==> config.mk <==
export PLATFORM = sky130hd
export DESIGN_NAME = double_shift_left_seq
export DESIGN_NICKNAME = d
export VERILOG_FILES = /design/src/rtl/double_shift_left_seq.sv
export SDC_FILE = /design/constraint.sdc
export NUM_CORES = 1
export LEC_CHECK = 0
export CAP_MARGIN = 25
export CORE_ASPECT_RATIO = 0.5
export CORE_MARGIN = 5
export CORE_UTILIZATION = 52
export DETAILED_ROUTE_END_ITERATION = 10
export HOLD_SLACK_MARGIN = 0.1
export MAX_ROUTING_LAYER = met4
export PLACE_DENSITY = 0.83
export SYNTH_ARGS = -nofsm -noshare
export SYNTH_HDL_FRONTEND = slang
export SYNTH_SLANG_ARGS = --single-unit
==> constraint.sdc <==
create_clock -name clk -period 2.9 [get_ports clk]
set_input_delay 0.725 -clock clk [delete_from_list [all_inputs] [get_ports clk]]
set_output_delay 0.725 -clock clk [all_outputs]
set_load 0.05 [all_outputs]
==> src/rtl/double_shift_left_seq.sv <==
// double_shift_left_seq
//   Iterative double-shift-left unit. Concatenates a (upper word) and b (lower
//   word) into a 2*WIDTH-bit value, shifts it left by sa, STEP bits per cycle,
//   and returns the upper WIDTH bits. Bit 0 is the MSB on every vector.
//
// Ports
//   clk    in   1      rising-edge clock
//   rst    in   1      asynchronous active-high reset
//   start  in   1      request; sampled only while ready=1
//   a      in   WIDTH  upper word of the operand
//   b      in   WIDTH  lower word of the operand
//   sa     in   SA_W   shift amount, 0..2**SA_W-1
//   ready  out  1      idle, start will be accepted
//   done   out  1      one-cycle pulse; y valid from this cycle onward
//   y      out  WIDTH  upper WIDTH bits of ({a,b} << sa), held until next done
module double_shift_left_seq #(
  parameter int unsigned WIDTH = 24,
  parameter int unsigned SA_W  = 5,
  parameter int unsigned STEP  = 1
) (
  input  logic             clk,
  input  logic             rst,
  input  logic             start,
  input  logic [0:WIDTH-1] a,
  input  logic [0:WIDTH-1] b,
  input  logic [0:SA_W-1]  sa,
  output logic             ready,
  output logic             done,
  output logic [0:WIDTH-1] y
);

  localparam logic [0:SA_W-1] STEP_K = SA_W'(STEP);

  typedef enum logic [1:0] {
    S_IDLE,
    S_SHIFT,
    S_DONE
  } state_t;

  state_t                 state_q, state_d;
  logic [0:2*WIDTH-1]     sh_q, sh_d;
  logic [0:SA_W-1]        cnt_q, cnt_d;
  logic [0:WIDTH-1]       y_q, y_d;
  logic [0:SA_W-1]        k;

  always_ff @(posedge clk or posedge rst) begin
    if (rst) begin
      state_q <= S_IDLE;
      sh_q    <= '0;
      cnt_q   <= '0;
      y_q     <= '0;
    end else begin
      state_q <= state_d;
      sh_q    <= sh_d;
      cnt_q   <= cnt_d;
      y_q     <= y_d;
    end
  end

  always_comb begin
    state_d = state_q;
    sh_d    = sh_q;
    cnt_d   = cnt_q;
    y_d     = y_q;
    k       = '0;

    unique case (state_q)
      S_IDLE: begin
        if (start) begin
          sh_d    = {a, b};
          cnt_d   = sa;
          state_d = (sa != '0) ? S_SHIFT : S_DONE;
        end
      end

      S_SHIFT: begin
        // Clamp the step to the remaining count so cnt never wraps.
        k       = (32'(cnt_q) < STEP) ? cnt_q : STEP_K;
        sh_d    = sh_q << k;
        cnt_d   = cnt_q - k;
        if (cnt_d == '0) begin
          state_d = S_DONE;
        end
      end

      S_DONE: begin
        state_d = S_IDLE;
      end

      default: begin
        state_d = S_IDLE;
      end
    endcase

    // Capture the result on entry to DONE so y is already valid while done=1.
    if (state_d == S_DONE) begin
      y_d = sh_d[0:WIDTH-1];
    end
  end

  assign ready = (state_q == S_IDLE);
  assign done  = (state_q == S_DONE);
  assign y     = y_q;

endmodule

==> qor.csv <==
metric,value,unit
first_pass_iters,5,
via_count,3537,
synth_area_leaders,"dfrtp_1 47%, mux2_4 5.7%, nand2_1 5.6%",
die_h,73.4,um
met2_length,5330,um
avgViaCountPerCell,5.88,
io_pins,82,
met3RoutedLength,690,um
max_freq,412,MHz
cp_data_required_time,3130,ps
power.density,1140,nW/um^2
end_kind,flop,
r2r_setup_slack,560,ps
htreeDepth,3,
setup_violations,0,
tritoncts,built,
internal-power,0.00356,W
p_switching,0.00261,W
min_path_type,flop to flop,
overflow,0,
routed.top_layer,met4,
synthArstFlopShare,100,%
cellLeakagePower,2.26,nW
coreArea,7910,um^2
initial_core_util,52.9,%
hold_viol,0,
met1_length,4780,um
dp_hpwl,6990,um
root_buffer,clkbuf_16,
die_w,137,um
stdcell_area,5430,um^2
first_global_vias,3493,
reg2reg_depth,8,
skew,5.66,ps
maxCapViolCount,0,
syn_nets,473,
rsz0062_at_grt,no,
std_cell_rows,23,
nFillCells,599,
crit-reg2reg-launch,cnt_q[2]$_DFFE_PP0P_,
layout_setup_ws,472,ps
synth.most_common_cell,dfrtp_1,
syn_avg_cell_area,10.1,um^2
drv_slew,0,
grt_pass1_wl,17800,um
die_area,10100,um^2
synth_area,4190,um^2
place_area,5100,um^2
cts_setup_buffers,0,
cts_hold_buf,0,
path_clk_slew,60,ps
grt_max_degree,53,
synth_edf_count,0,
yosys.area.top_type,dfrtp_1,
worstMarginPinSlew,906,ps
synth_seq_cells,79,
wl_per_cell,18.3,um
drc_errors,0,
hold_depth,2,
seq_power_share,32.5,%
synth_top_cell_area_share,47.2,%
critical_path_class,input port to flop,
status,finished clean,
yosys_warnings,0,
cts_buffer_depth,2,
post_cts_resized,0,
cp_max_fo,17,
cts_sinks,79,
hold_path_end,sh_q[44]$_DFFE_PP0P_,
finalWirelength,11000,um
synth_common_cells,"79 x dfrtp_1, 63 x nand2_1, 29 x clkbuf_1",
cts_made_buffers,9,
yosysSeqAreaShare,47.2,%
regArea,1980,um^2
fin_crit_sh,83.7,%
drt_iter0_drc,345,
cp.arrival,2660,ps
synth_ff_type,dfrtp_1,
clockPowerShare,19.8,%
tns,0,ps
postRouteAntennaNets,0,
antenna_found_initial,0,
timing.rr.end,y[21]$_DFFE_PP0N_,
antenna_cells,0,
critPathLaunchType,input port,
synthCells,416,
timing.hold.ws,501,ps
gp_congestion,0.845,
relSlewSlack,39.6,%
min-delay-start,sh_q[44]$_DFFE_PP0P_,
ys_types,40,
clkLatencyLatePin,340,ps
grt_usage,23.8,%
port_buffers,81,
multiInputGateArea,1960,um^2
nNetsFinal,542,
pwr-share-comb,47.7,%
area_growth,29.7,%
switching_share,42.3,%
fin_crit,2430,ps
place_ws,149,ps
irDropWorstVdd,0.520,mV
post_route_cells_drive_above_1_share,12.7,%
==> placed cells by master (no fill, tap or decap), drive strengths merged, types with 2 or more instances in the layout <==
master,instances
mux2i,3
o22ai,3
a21oi,28
nand2b,23
nor3,3
nand2,63
nand4,21
a21o,2
mux2,21
nand4b,21
clkbuf,14
nor2b,2
o211ai,21
clkdlybuf4s50,79
a221o,2
o22a,5
nand3b,21
a222oi,3
nor2,5
inv,11
dfrtp,79
clkinv,2
or2,2
buf,18
o21ai,6
a22oi,20
or3,2
==> per-layer routing <==
metal | vias to the layer above | global-route usage [%]
li1 | 1653 | -
met1 | 1729 | 30.6
met2 | 136 | 37.8
met3 | 19 | 5.75
met4 | 0 | 7.30
met5 | - | -
==> worst max-delay path: stages <==
cell and delay [ps]:
clkdlybuf4s50_1 490, or3b_2 500, nor3_1 190, a21o_1 180
buf_12 190, mux2_2 360
==> per-stage QoR <==
step           utilization [%]  instances  power [W]
4_1_cts                   68.6        602    0.00617
6_report                  68.6        602    0.00617
3_3_place_gp              64.5        586    0.00481
3_5_place_dp              64.5        586    0.00491
5_1_grt                   68.6        602    0.00652
2_1_floorplan                -        416    0.00402
==> power groups by stage <==
stage,Sequential [W],Combinational [W],Clock (W)
after CTS,0.00200,0.00294,0.00124
after global placement,0.00198,0.00282,0
after detailed placement,0.00200,0.00291,0
final,0.00200,0.00294,0.00122
after global routing,0.00207,0.00316,0.00129
after floorplan,0.00244,0.00158,0
==> logic make-up after synthesis <==
family	synth area share, %
AND/OR/NAND/NOR	23.0
AO/OA/AOI/OAI	15.7
buffers and inverters	5.98
multiplexers	7.80
flip-flops	47.2
adder cells (fa/ha/maj)	0.299
==> how the worst max path moves through the flow <==
stage | startpoint | to
2_1_floorplan | rst | cnt_q[0]$_DFFE_PP0P_
3_3_place_gp | start | y[19]$_DFFE_PP0N_
3_5_place_dp | start | y[18]$_DFFE_PP0N_
4_1_cts | start | y[21]$_DFFE_PP0N_
5_1_grt | start | y[18]$_DFFE_PP0N_
6_report | start | y[21]$_DFFE_PP0N_
==> sequential cells by signal, summed over array words and instances, names as in the netlist <==
signal   count
sh_q        48
y           24
state_q      2
cnt_q        5
==> area by class of cell <==
cell class              count  share of cell area, %
clock buffers              14                   5.41
clock inverters             2                  0.645
inverters                  12                  0.853
multi-input cells         286                   36.1
flip-flops and latches     79                   36.4
well taps                 112                   2.58
repair buffers             97                   18.0
Note: power is estimated with default switching activity, not from simulation.
